`config.mk`:
```
export PLATFORM = sky130hd
export DESIGN_NAME = branch_predict_unit_flat
export DESIGN_NICKNAME = d
export VERILOG_FILES = /design/src/rtl/branch_predict_unit_pkg.sv /design/src/rtl/branch_predict_unit_if.sv /design/src/rtl/branch_predict_unit_branch_compare.sv /design/src/rtl/branch_predict_unit.sv /design/src/flat_wrapper.sv
export SDC_FILE = /design/constraint.sdc
export NUM_CORES = 1
export LEC_CHECK = 0
export CAP_MARGIN = 20
export CELL_PAD_IN_SITES_DETAIL_PLACEMENT = 0
export CELL_PAD_IN_SITES_GLOBAL_PLACEMENT = 1
export CORE_ASPECT_RATIO = 2
export CORE_MARGIN = 2
export CORE_UTILIZATION = 35
export CTS_CLUSTER_SIZE = 25
export DETAILED_ROUTE_END_ITERATION = 16
export PLACE_DENSITY_LB_ADDON = 0.1
export SKIP_CTS_REPAIR_TIMING = 1
export SLEW_MARGIN = 10
export SYNTH_ARGS = -nofsm -noshare
export SYNTH_HDL_FRONTEND = slang
export SYNTH_HIERARCHICAL = 1
export SYNTH_SLANG_ARGS = --single-unit
```
`constraint.sdc`:
```
create_clock -name clk -period 11.1 [get_ports clk]
set_input_delay 1.11 -clock clk [delete_from_list [all_inputs] [get_ports clk]]
set_output_delay 1.11 -clock clk [all_outputs]
set_load 0.01 [all_outputs]
```
`src/rtl/branch_predict_unit_pkg.sv`:
```
// Shared definitions for the branch unit.
//  - br_type_e      : branch type codes carried on br_type (3 bits)
//  - is_cond_branch : true for the six conditional compare codes
//  - bht_weak_nt    : counter reset value (weakly not-taken) for a given width
package branch_predict_unit_pkg;

  typedef enum logic [2:0] {
    NOBRANCH = 3'd0,
    BEQ      = 3'd1,
    BNE      = 3'd2,
    BLT      = 3'd3,
    BLTU     = 3'd4,
    BGE      = 3'd5,
    BGEU     = 3'd6
  } br_type_e;

  function automatic logic is_cond_branch(input logic [2:0] code);
    return (code == BEQ) || (code == BNE) || (code == BLT) ||
           (code == BLTU) || (code == BGE) || (code == BGEU);
  endfunction

  // 2^(cnt_bits-1)-1 : the highest not-taken value; 0 for a 1-bit counter.
  function automatic int unsigned bht_weak_nt(input int unsigned cnt_bits);
    return (32'd1 << (cnt_bits - 1)) - 32'd1;
  endfunction

endpackage

```
`src/rtl/branch_predict_unit_if.sv`:
```
// Bundle between the branch unit and the IF / EX pipeline stages.
//  IF side : if_pc -> pred_taken
//  EX side : ex_valid, ex_stall, ex_pc, ex_pred_taken, reg1, reg2, br_type
//            -> br, mispredict
//  Stats   : branch_cnt, mispredict_cnt
// master = pipeline side, slave = branch_predict_unit.
interface branch_predict_unit_if #(
  parameter int unsigned XLEN      = 32,
  parameter int unsigned STAT_BITS = 32
);
  logic [XLEN-1:0]      if_pc;
  logic                 pred_taken;
  logic                 ex_valid;
  logic                 ex_stall;
  logic [XLEN-1:0]      ex_pc;
  logic                 ex_pred_taken;
  logic [XLEN-1:0]      reg1;
  logic [XLEN-1:0]      reg2;
  logic [2:0]           br_type;
  logic                 br;
  logic                 mispredict;
  logic [STAT_BITS-1:0] branch_cnt;
  logic [STAT_BITS-1:0] mispredict_cnt;

  modport master (
    output if_pc, ex_valid, ex_stall, ex_pc, ex_pred_taken, reg1, reg2, br_type,
    input  pred_taken, br, mispredict, branch_cnt, mispredict_cnt
  );

  modport slave (
    input  if_pc, ex_valid, ex_stall, ex_pc, ex_pred_taken, reg1, reg2, br_type,
    output pred_taken, br, mispredict, branch_cnt, mispredict_cnt
  );
endinterface

```
`src/rtl/branch_predict_unit_branch_compare.sv`:
```
// branch_compare: combinational XLEN-wide branch condition evaluation.
//  br_type, reg1, reg2 -> br (outcome), is_br (br_type is a conditional code)
// NOBRANCH and undefined codes resolve to br=0, is_br=0.
module branch_compare
  import branch_predict_unit_pkg::*;
#(
  parameter int unsigned XLEN = 32
) (
  input  logic [2:0]      br_type,
  input  logic [XLEN-1:0] reg1,
  input  logic [XLEN-1:0] reg2,
  output logic            br,
  output logic            is_br
);

  always_comb begin
    br    = 1'b0;
    is_br = is_cond_branch(br_type);
    case (br_type)
      BEQ:     br = (reg1 == reg2);
      BNE:     br = (reg1 != reg2);
      BLT:     br = ($signed(reg1) <  $signed(reg2));
      BGE:     br = ($signed(reg1) >= $signed(reg2));
      BLTU:    br = (reg1 <  reg2);
      BGEU:    br = (reg1 >= reg2);
      default: br = 1'b0;
    endcase
  end

endmodule

```
`src/rtl/branch_predict_unit.sv`:
```
// branch_predict_unit: EX-stage branch resolution plus a PC-indexed table of
// saturating counters predicting taken/not-taken for IF, and saturating
// branch / mispredict statistics.
//  clk, rst_n : clock, synchronous active-low reset
//  bus        : branch_predict_unit_if slave (IF prediction, EX resolution, stats)
// Table read for IF has no bypass: a same-cycle update to the same entry
// becomes visible on the following cycle.
module branch_predict_unit
  import branch_predict_unit_pkg::*;
#(
  parameter int unsigned XLEN      = 32,
  parameter int unsigned BHT_DEPTH = 64,
  parameter int unsigned CNT_BITS  = 2,
  parameter int unsigned STAT_BITS = 32
) (
  input  logic                 clk,
  input  logic                 rst_n,
  branch_predict_unit_if.slave bus
);

  localparam int unsigned IDXW = $clog2(BHT_DEPTH);
  localparam logic [CNT_BITS-1:0] BHT_WEAK_NT = CNT_BITS'(bht_weak_nt(CNT_BITS));

  logic [CNT_BITS-1:0]  bht [BHT_DEPTH];
  logic [IDXW-1:0]      if_idx;
  logic [IDXW-1:0]      ex_idx;
  logic                 br;
  logic                 is_br;
  logic                 upd;
  logic                 mispredict;
  logic [CNT_BITS-1:0]  ex_cnt;
  logic [CNT_BITS-1:0]  ex_cnt_nxt;
  logic [STAT_BITS-1:0] branch_cnt;
  logic [STAT_BITS-1:0] mispredict_cnt;
  logic                 unused_pc_bits;

  // Word-aligned PCs: bits [1:0] and the bits above the index are not used.
  assign if_idx         = bus.if_pc[IDXW+1:2];
  assign ex_idx         = bus.ex_pc[IDXW+1:2];
  assign unused_pc_bits = ^{bus.if_pc, bus.ex_pc};

  branch_compare #(.XLEN(XLEN)) u_branch_compare (
    .br_type (bus.br_type),
    .reg1    (bus.reg1),
    .reg2    (bus.reg2),
    .br      (br),
    .is_br   (is_br)
  );

  // Mispredict is deliberately not gated by stall so hazard logic sees it
  // for every cycle the branch sits in EX; only the update is stall-gated.
  assign upd        = bus.ex_valid & ~bus.ex_stall & is_br;
  assign mispredict = bus.ex_valid & is_br & (br != bus.ex_pred_taken);

  always_comb begin
    ex_cnt     = bht[ex_idx];
    ex_cnt_nxt = ex_cnt;
    if (br) begin
      if (ex_cnt != '1) ex_cnt_nxt = ex_cnt + 1'b1;
    end else begin
      if (ex_cnt != '0) ex_cnt_nxt = ex_cnt - 1'b1;
    end
  end

  always_ff @(posedge clk) begin
    if (!rst_n) begin
      for (int unsigned i = 0; i < BHT_DEPTH; i++) bht[i] <= BHT_WEAK_NT;
      branch_cnt     <= '0;
      mispredict_cnt <= '0;
    end else if (upd) begin
      bht[ex_idx] <= ex_cnt_nxt;
      if (branch_cnt != '1) branch_cnt <= branch_cnt + 1'b1;
      if (mispredict && (mispredict_cnt != '1)) mispredict_cnt <= mispredict_cnt + 1'b1;
    end
  end

  assign bus.pred_taken     = bht[if_idx][CNT_BITS-1];
  assign bus.br             = br;
  assign bus.mispredict     = mispredict;
  assign bus.branch_cnt     = branch_cnt;
  assign bus.mispredict_cnt = mispredict_cnt;

endmodule

```
`src/flat_wrapper.sv`:
```
// flat-port wrapper written by rule: the top's interface ports become plain ports
module branch_predict_unit_flat import branch_predict_unit_pkg::*;
#(
  parameter int unsigned XLEN      = 32,
  parameter int unsigned BHT_DEPTH = 64,
  parameter int unsigned CNT_BITS  = 2,
  parameter int unsigned STAT_BITS = 32
)
  (clk, rst_n, bus_if_pc, bus_ex_valid, bus_ex_stall, bus_ex_pc, bus_ex_pred_taken, bus_reg1, bus_reg2, bus_br_type, bus_pred_taken, bus_br, bus_mispredict, bus_branch_cnt, bus_mispredict_cnt);
  branch_predict_unit_if #(.XLEN(XLEN), .STAT_BITS(STAT_BITS)) bus_i ();
  input  logic clk;
  input  logic rst_n;
  input wire logic [$bits(bus_i.if_pc)-1:0] bus_if_pc;
  input wire logic [$bits(bus_i.ex_valid)-1:0] bus_ex_valid;
  input wire logic [$bits(bus_i.ex_stall)-1:0] bus_ex_stall;
  input wire logic [$bits(bus_i.ex_pc)-1:0] bus_ex_pc;
  input wire logic [$bits(bus_i.ex_pred_taken)-1:0] bus_ex_pred_taken;
  input wire logic [$bits(bus_i.reg1)-1:0] bus_reg1;
  input wire logic [$bits(bus_i.reg2)-1:0] bus_reg2;
  input wire logic [$bits(bus_i.br_type)-1:0] bus_br_type;
  output wire logic [$bits(bus_i.pred_taken)-1:0] bus_pred_taken;
  output wire logic [$bits(bus_i.br)-1:0] bus_br;
  output wire logic [$bits(bus_i.mispredict)-1:0] bus_mispredict;
  output wire logic [$bits(bus_i.branch_cnt)-1:0] bus_branch_cnt;
  output wire logic [$bits(bus_i.mispredict_cnt)-1:0] bus_mispredict_cnt;
  assign bus_i.if_pc = bus_if_pc;
  assign bus_i.ex_valid = bus_ex_valid;
  assign bus_i.ex_stall = bus_ex_stall;
  assign bus_i.ex_pc = bus_ex_pc;
  assign bus_i.ex_pred_taken = bus_ex_pred_taken;
  assign bus_i.reg1 = bus_reg1;
  assign bus_i.reg2 = bus_reg2;
  assign bus_i.br_type = bus_br_type;
  assign bus_pred_taken = bus_i.pred_taken;
  assign bus_br = bus_i.br;
  assign bus_mispredict = bus_i.mispredict;
  assign bus_branch_cnt = bus_i.branch_cnt;
  assign bus_mispredict_cnt = bus_i.mispredict_cnt;
  branch_predict_unit #(.XLEN(XLEN), .BHT_DEPTH(BHT_DEPTH), .CNT_BITS(CNT_BITS), .STAT_BITS(STAT_BITS)) u_core (.clk(clk), .rst_n(rst_n), .bus(bus_i));
endmodule
```
Word-level counts from Yosys, hierarchy flattened:

Memory sizes are Yosys's and may differ from the RTL's.
Cells that the tools add are included.

* add/subtract/negate cells: 4
* magnitude comparators: 4
* eq/ne operators: 12
* muxes and demuxes: 11
* bitwise gates (word level): 5
* reduce and logical (&&, ||, !) cells: 10

Operator list (count)
* adder 32 x 1 -> 32 bit, second input constant: 2
* greater-or-equal comparator 32 bit: 2
* less-than comparator 32 bit: 2
* != test 32 bit, second input constant: 2
* == test 32 bit: 1
* != test 32 bit: 1
* == test 3 bit, second input constant: 3
* 2-to-1 mux 2 bit: 4
* == test 3 x 2 -> 1 bit, second input constant: 2
* 2-to-1 mux 6 bit: 1
* one-hot mux 1 bit (6 select lines): 1
* logical OR 1 bit: 5
* 2-to-1 mux 1 bit: 5
* AND 1 bit: 4
* AND reduction 2 bit: 2
* == test 3 x 1 -> 1 bit, second input constant: 1
* adder 2 x 1 -> 2 bit, second input constant: 1
* != test 2 bit, second input constant: 1
* nonzero test 2 bit: 1
* OR reduction 2 bit: 1
* subtractor 2 x 1 -> 2 bit, second input constant: 1
* logical AND 1 bit: 1
* != test 1 bit: 1
* NOT 1 bit: 1

* flip-flop bits (word level): 64
* memory bits (writable): 128
* input bits: 136
* output and inout bits: 67
* memories kept: 1

Memory list
* u_core.bht: words 64, bits a word 2, rd ports 2, clocked after Yosys merged registers in 0, write ports 64, RTL line branch_predict_unit.sv:24 `logic [CNT_BITS-1:0] bht [BHT_DEPTH];`

Longest topological paths before layout:

Gate-level depths: netlist of the first run.

* depth after elaboration: 12
* depth in mapped cells: 16

By module:

Netlist of the first run, hierarchy kept.

By module, submodules not included
* branch_predict_unit: times used 1, cells each 977, area an instance 10462.5 µm², seq. area each 5124.9 µm²
* branch_compare: times used 1, cells each 131, area an instance 973.4 µm², seq. area each 0.0 µm²

Worst setup path after synthesis of the first run:

No wires, ideal clock.

* path type: input port to output port
* start: in bus_reg2[5]
* end: out bus_mispredict
* arrival time: 3.273 ns
* required time: 9.990 ns
* slack: 6.717 ns
* stages: 11
* path through: inv_1 > ha_1 > a21o_1 > a21o_1 > a2111oi_4 > o21ai_2 > or4_1 > o211ai_1 > nor3_2 > xnor2_1 > nor2_1

* word-level cells in the longest chain between the ends: 4

Ends and longest elaborated chain
* from (decl): RTL line flat_wrapper.sv:19 `input wire logic [$bits(bus_i.reg2)-1:0] bus_reg2;`
* greater-or-equal comparator 32 bit (tied with other cells): RTL line branch_predict_unit_branch_compare.sv:25 `BGEU: br = (reg1 >= reg2);`
* one-hot mux 1 bit (6 select lines) (*): RTL line branch_predict_unit_branch_compare.sv:19 `case (br_type)`
* net bus_br: RTL line flat_wrapper.sv:22 `output wire logic [$bits(bus_i.br)-1:0] bus_br;`
* != test 1 bit (*): RTL line branch_predict_unit.sv:53 `assign mispredict = bus.ex_valid & is_br & (br != bus.ex_pred_taken);`
* AND 1 bit (*): RTL line branch_predict_unit.sv:53
* to (decl): RTL line flat_wrapper.sv:23 `output wire logic [$bits(bus_i.mispredict)-1:0] bus_mispredict;`

The timed path passes the listed nets; every way through them passes the cells marked *.

Worst setup path in the final report of the first run:

* start: in bus_reg2[5]
* end: out bus_mispredict

* word-level cells in the longest chain between the ends: 4

Ends and longest elaborated chain (RTL line)
* greater-or-equal comparator 32 bit (tied with other cells): branch_predict_unit_branch_compare.sv:25
* one-hot mux 1 bit (6 select lines) (*): branch_predict_unit_branch_compare.sv:19
* != test 1 bit (*): branch_predict_unit.sv:53
* AND 1 bit (*): branch_predict_unit.sv:53

Every way passes the cells marked *; elsewhere a longest branch is shown, timed or not.

==> impl_metrics.ini, run 1 <==
[floorplan]
die-height_um = 260
chipWidth_um = 132
design.die.area_um2 = 34200
placementRows = 93
core_um2 = 32200
floorplan.initialDensity = 0.355
pin_count = 203

[synth]
synth_adder_area_share = 0.0392
synthesis.nets = 1278
synth_enable_flop_cells = 128
ys_seq_area_frac = 0.448
synth.distinct_cells = 73
combinational_family_with_the_most_area_after_synthesis = simple AND/OR/NAND/NOR gates
synth.ff_latch_count = 192
share_of_async_settable_or_async_resettable_flops_after_synthesis = 0
synth-main-ff-cell = edfxtp_1
synth_warnings = 6
post_synth_and_or_nand_nor_area_fraction = 0.242
syn_inst = 1108
synthesis.area_um2 = 11400
synth_mux_area_frac = 0.0792
xor_xnor_fraction_of_synth_area = 0.0414
synth_compound_gate_area_share = 0.0977
syn_avg_cell_area_um2 = 10.3

[timing]
max_freq_mhz = 171
fin_crit_sh = 0.527
timing.max_slew.rel_slack = 0.263
tightest_slew_ns = 1.10
setup-violations-final = 0
setup_tns_ns = 0
hold_violations = 0
finalClockSkew_ns = 0.0145
timing.final.max_slew_violations = 0
rsz_0062_raised_after_global_routing = false
finalWorstPathRequiredPeriod_ns = 5.85

[drt]
starting_drc_count_in_detailed_routing = 531
routed_wl_um = 35300
wl_per_cell_um = 21.4
postRouteAntennaNets = 0
length_of_the_first_detailed_routing_pass_in_iterations = 4
drcViolationCount = 0
detail_route.vias_per_cell = 5.46
via_count = 9038

[final_layout]
fillerInstances = 3158
antenna_cells = 0
top_library_cells_by_usage_in_the_layout_fill_and_taps_aside = clkdlybuf4s50_1 (146), edfxtp_1 (128), nand2_1 (92), o21ai_0 (68), dfxtp_1 (64)
fin_cells = 1654
num-nets-final = 1384
layout.cells.most_common = clkdlybuf4s50_1
layout-drive-gt1-share = 0.126
synthToLayoutAreaGrowth_pct = 20.5
multi_input_gate_area_um2 = 5710
ff_latch_area_um2 = 5120

[grt]
busiest_layer = met2
globalRouteTotalUtil = 0.210
globalRouteMet2Util = 0.409
grt_antenna_before_repair = 0
grt_met3_use = 0.0398
grt_first_pass_wirelength_um = 54700
grt_max_degree = 86
first_global_vias = 9411
grt_util_met1 = 0.216
global_route.overflow_total = 0

[run]
max-cap-violations = 0

[cts]
clock_slew_seen_by_the_registers_of_the_worst_setup_and_hold_paths_ns = 0.07
cts_buffer_depth = 2
clock_insertion_delay_worst_skew_ns = 0.45
cts_tree = done
cts.root.buffer_cell = clkbuf_16
cts_buffers = 17
clock_sinks = 192
htreeDepth = 4

[power]
post-layout-total-power_uw = 1630
cellInternalPower_uw = 1200
pwr_density_cell_nw_per_um2 = 119
p_sw_frac = 0.266
pwr-share-comb = 0.149
irDropWorstVdd_v = 0.0000943
power.sequential.fraction = 0.477
clock_power_share = 0.375
total_switching_power_uw = 435
leakagePower_uw = 0.00458

[status]
run_status = finished, final reports clean

[setup_path]
criticalPathCategory = in2out
crit_family = buffers and inverters
crit_slowest_cell = nor3_2
cp_data_required_time_ns = 9.99
end_kind = output port
critical_path.cell_chain = clkdlybuf4s50_1, inv_1, ha_1, a21o_1, a21o_1, a2111oi_4, o21ai_2, nor3_2, mux2i_1, nor3_2, xnor2_1, nor2_1, clkdlybuf4s50_1
worstPathArrival_ns = 4.74
timing.critical_path.buf_inv = 3
critical_path.startpoint_type = input port
cp_slowest_stage_delay_ns = 0.58
reg2reg_from = u_core/bht[29][1]$_SDFFCE_PN0P_
crit_fanout = 3
timing.critical_path.from = bus_reg2[5]

[hold_path]
hold_path.class = reg2reg
timing.hold.worst.start = u_core/bus.mispredict_cnt[25]$_SDFFE_PN0P_

[place]
buffer_ports.inserted = 150
routabilityCongestion = 0.831
placedCellCount = 1622
dp.final_hpwl_um = 25100
## worst reg2reg max path: stages (launching register included)
cell	delay, ns
edfxtp_1	0.40
mux2i_1	0.17
o22ai_1	0.10
o31ai_1	0.56
o2111ai_1	0.31
and4bb_1	0.38
maj3_2	0.55
buf_4	0.56
nand4_1	0.19
## registers in the layout (all words and copies together), names as in the netlist
name                       cells
u_core/bus.branch_cnt         32
u_core/bht                   128
u_core/bus.mispredict_cnt     32
## power groups by stage
| stage | Clock (µW) | Combinational [µW] | Sequential (µW) |
|---|---|---|---|
| finish | 612 | 243 | 779 |
| global route | 659 | 263 | 780 |
| CTS | 633 | 246 | 779 |
| detailed placement | 0 | 246 | 795 |
| global placement | 0 | 239 | 795 |
| floorplan | 0 | 162 | 792 |
## cell families after synthesis
family          after synthesis
fa+ha+maj                    36
buf+inv                     129
flops                       192
simple gates                470
mux                          59
compound gates              168
xor+xnor                     54
## cells in the mapped netlist, types with 9 or more instances
master / number / area share
clkbuf_1: 40 / 0.013
o22ai_1: 9 / 0.0049
nor3_2: 54 / 0.047
and2_1: 49 / 0.027
inv_1: 46 / 0.015
nand2b_1: 13 / 0.0071
a21oi_1: 16 / 0.0070
and3_1: 14 / 0.0077
xor2_1: 24 / 0.018
buf_6: 10 / 0.0098
ha_1: 34 / 0.037
mux2i_1: 32 / 0.028
mux4_2: 25 / 0.049
nand3_1: 61 / 0.027
nor2b_1: 14 / 0.0077
xnor2_1: 30 / 0.023
edfxtp_1: 128 / 0.34
dfxtp_1: 64 / 0.11
nor3_1: 18 / 0.0079
nor2_1: 57 / 0.019
o21ai_0: 68 / 0.030
buf_2: 20 / 0.0088
nand4_1: 40 / 0.022
or3_1: 10 / 0.0055
a21boi_0: 10 / 0.0066
a221oi_1: 10 / 0.0077
nand2_1: 92 / 0.030
and4_1: 9 / 0.0069
## layer usage
layer	part of all wire	vias up
met5	0	-
li1	-	4282
met4	0.041	0
met2	0.55	283
met3	0.048	67
met1	0.36	4406
## final cells by class
cell class,instances,share of cell area
flip-flops and latches,192,0.372
well taps,427,0.0388
clock buffers,24,0.0389
clock inverters,8,0.00363
inverters,47,0.0128
repair buffers,169,0.119
multi-input cells,787,0.415
## path summary, 6_finish.rpt
kind              slack [ns]                                         end  cells after the start
setup / recovery        5.25                              bus_mispredict                     13
hold / removal          0.50  u_core/bus.mispredict_cnt[25]$_SDFFE_PN0P_                      2
setup reg to reg        7.57             u_core/bht[33][0]$_SDFFCE_PN1P_                      8
hold reg to reg         0.50  u_core/bus.mispredict_cnt[25]$_SDFFE_PN0P_                      2
## through the flow
stage          instance area, µm²  setup WS (ns)  utilization  hold WS, ns
2_1_floorplan               11400           6.72            -        0.511
3_3_place_gp                13200           5.15        0.409        0.503
3_5_place_dp                13200           5.17        0.409        0.496
4_1_cts                     13800           5.14        0.428        0.506
5_1_grt                     13800           4.96        0.428        0.534
6_report                    13800           5.25        0.428        0.504
Note: power is estimated with default switching activity, not from simulation.
==> run 2: changes to the inputs <==
- clock period: 11.1 -> 6.1 ns (I/O delays scaled with it)
==> run 2 against run 1 <==
Combinational power rose by 86%. Count of clock-buffer cells in the layout fell by 7. Final cell count rose by 0.73%. Core utilization rose by 0.17 points. Sequential power rose by 82%. Cell area rose by 0.40%. Global-route usage barely moved. Register-to-register slack got worse by 4.6 ns. Worst setup slack got worse by 3.8 ns. Clock skew fell by 0.00079 ns. Sequential cell count did not move. Critical path type unchanged. Critical endpoint unchanged.
==> impl_metrics.ini, run 2 (synthesis gave the netlist of run 1 again) <==
[grt]
grt_antenna_before_repair = 0
grt_first_pass_wirelength_um = 55000
grt_max_degree = 87
global_route.overflow_total = 0
first_global_vias = 9452
globalRouteTotalUtil = 0.211

[setup_path]
critical_path.startpoint_type = input port
worstPathArrival_ns = 4.09
end_kind = output port
criticalPathCategory = in2out
crit_fanout = 3
cp_data_required_time_ns = 5.49

[power]
irDropWorstVdd_v = 0.000165
leakagePower_uw = 0.00462
post-layout-total-power_uw = 2940
pwr_density_cell_nw_per_um2 = 213

[final_layout]
layout-drive-gt1-share = 0.135
regMostFlops = u_core/bht
post-route-util = 0.429
antenna_cells = 0
final_design_instance_area_without_fill_um2 = 13800
fillerInstances = 3191
largest_register_ff_count = 128
top_library_cells_by_usage_in_the_layout_fill_and_taps_aside = clkdlybuf4s50_1 (147), edfxtp_1 (128), nand2_1 (92), o21ai_0 (68), dfxtp_1 (64)
synthToLayoutAreaGrowth_pct = 21.0
reg_top3 = u_core/bht (128), u_core/bus.branch_cnt (32), u_core/bus.mispredict_cnt (32)
layout.cells.most_common = clkdlybuf4s50_1
num-nets-final = 1396

[cts]
htreeDepth = 4
clock_slew_seen_by_the_registers_of_the_worst_setup_and_hold_paths_ns = 0.07
cts_buffer_depth = 2
cts.root.buffer_cell = clkbuf_16
clock_insertion_delay_worst_skew_ns = 0.45
clock_sinks = 192
cts_tree = done
cts_buffers = 17

[timing]
finalClockSkew_ns = 0.0138
max_freq_mhz = 213
setup_tns_ns = 0
fin_crit_sh = 0.770
hold_violations = 0
finalWorstPathRequiredPeriod_ns = 4.70
hold_slack_ns = 0.508
timing.final.max_slew_violations = 0
tightest_slew_ns = 1.13
setup-violations-final = 0
rsz_0062_raised_after_global_routing = false
timing.max_slew.rel_slack = 0.244

[place]
dp.final_hpwl_um = 25700
routabilityCongestion = 0.844
postPlaceCellArea_um2 = 13300
buffer_ports.inserted = 150

[drt]
routed_wl_um = 35400
starting_drc_count_in_detailed_routing = 533
via_count = 9116
wl_per_cell_um = 21.3
postRouteAntennaNets = 0
drcViolationCount = 0
length_of_the_first_detailed_routing_pass_in_iterations = 5
detail_route.vias_per_cell = 5.47

[floorplan]
core_um2 = 32200
chipWidth_um = 132
placementRows = 93
pin_count = 203
design.die.area_um2 = 34200
floorplan.initialDensity = 0.355
die-height_um = 260

[status]
run_status = finished, final reports clean

[run]
max-cap-violations = 0

[hold_path]
hold_path.class = reg2reg
[run 2: cell types whose count changed in the layout (fill, tap and decap cells not counted), sizes merged]
cell,change
clkdlybuf4s50,+1
clkinv,-2
clkbuf,-7
buf,+11
inv,+8
clkinvlp,+1
[run 2: per-stage QoR]
stage               setup WS (ns)  cells
finish                       1.40   1666
floorplan                    2.22   1108
CTS                          1.32   1665
global placement             1.13   1633
global route                 1.20   1666
detailed placement           1.07   1633
[run 2: per-layer routing]
metal	wire length, µm	global-route usage
met5	0	0
met4	1530	0.105
met2	19200	0.400
met1	13200	0.221
met3	1530	0.0363
[run 2: report_power, final]
part	switching [µW]	internal, µW	total (µW)
Sequential	13.7	1400	1420
Combinational	280	171	451
Clock	541	534	1070
[run 2: layout make-up]
cell class	count	area, µm²	area share
Clock inverter	15	120	0.00868
Tap cell	427	534	0.0386
Multi-Input combinational cell	787	5710	0.413
Clock buffer	17	425	0.0307
Sequential cell	192	5120	0.370
Timing Repair Buffer	181	1740	0.126
Inverter	47	176	0.0128
[run 2: final timing paths]
path	startpoint	to	slack, ns	depth (start not counted)
worst max register to register	u_core/bht[37][0]$_SDFFCE_PN1P_	u_core/bht[43][1]$_SDFFCE_PN0P_	2.95	8
worst max-delay path	bus_reg2[5]	bus_mispredict	1.40	13
worst min register to register	u_core/bus.mispredict_cnt[25]$_SDFFE_PN0P_	u_core/bus.mispredict_cnt[25]$_SDFFE_PN0P_	0.51	2
worst min-delay path	u_core/bus.mispredict_cnt[25]$_SDFFE_PN0P_	u_core/bus.mispredict_cnt[25]$_SDFFE_PN0P_	0.51	2
[run 2: critical path, stage by stage]
cell	delay (ns)
clkdlybuf4s50_1	0.45
inv_1	0.04
ha_1	0.28
a21o_1	0.18
a21o_1	0.19
a2111oi_4	0.42
o21ai_2	0.12
nor3_2	0.31
mux2i_1	0.14
nor3_2	0.46
xnor2_1	0.18
nor2_1	0.12
clkdlybuf4s50_1	0.56
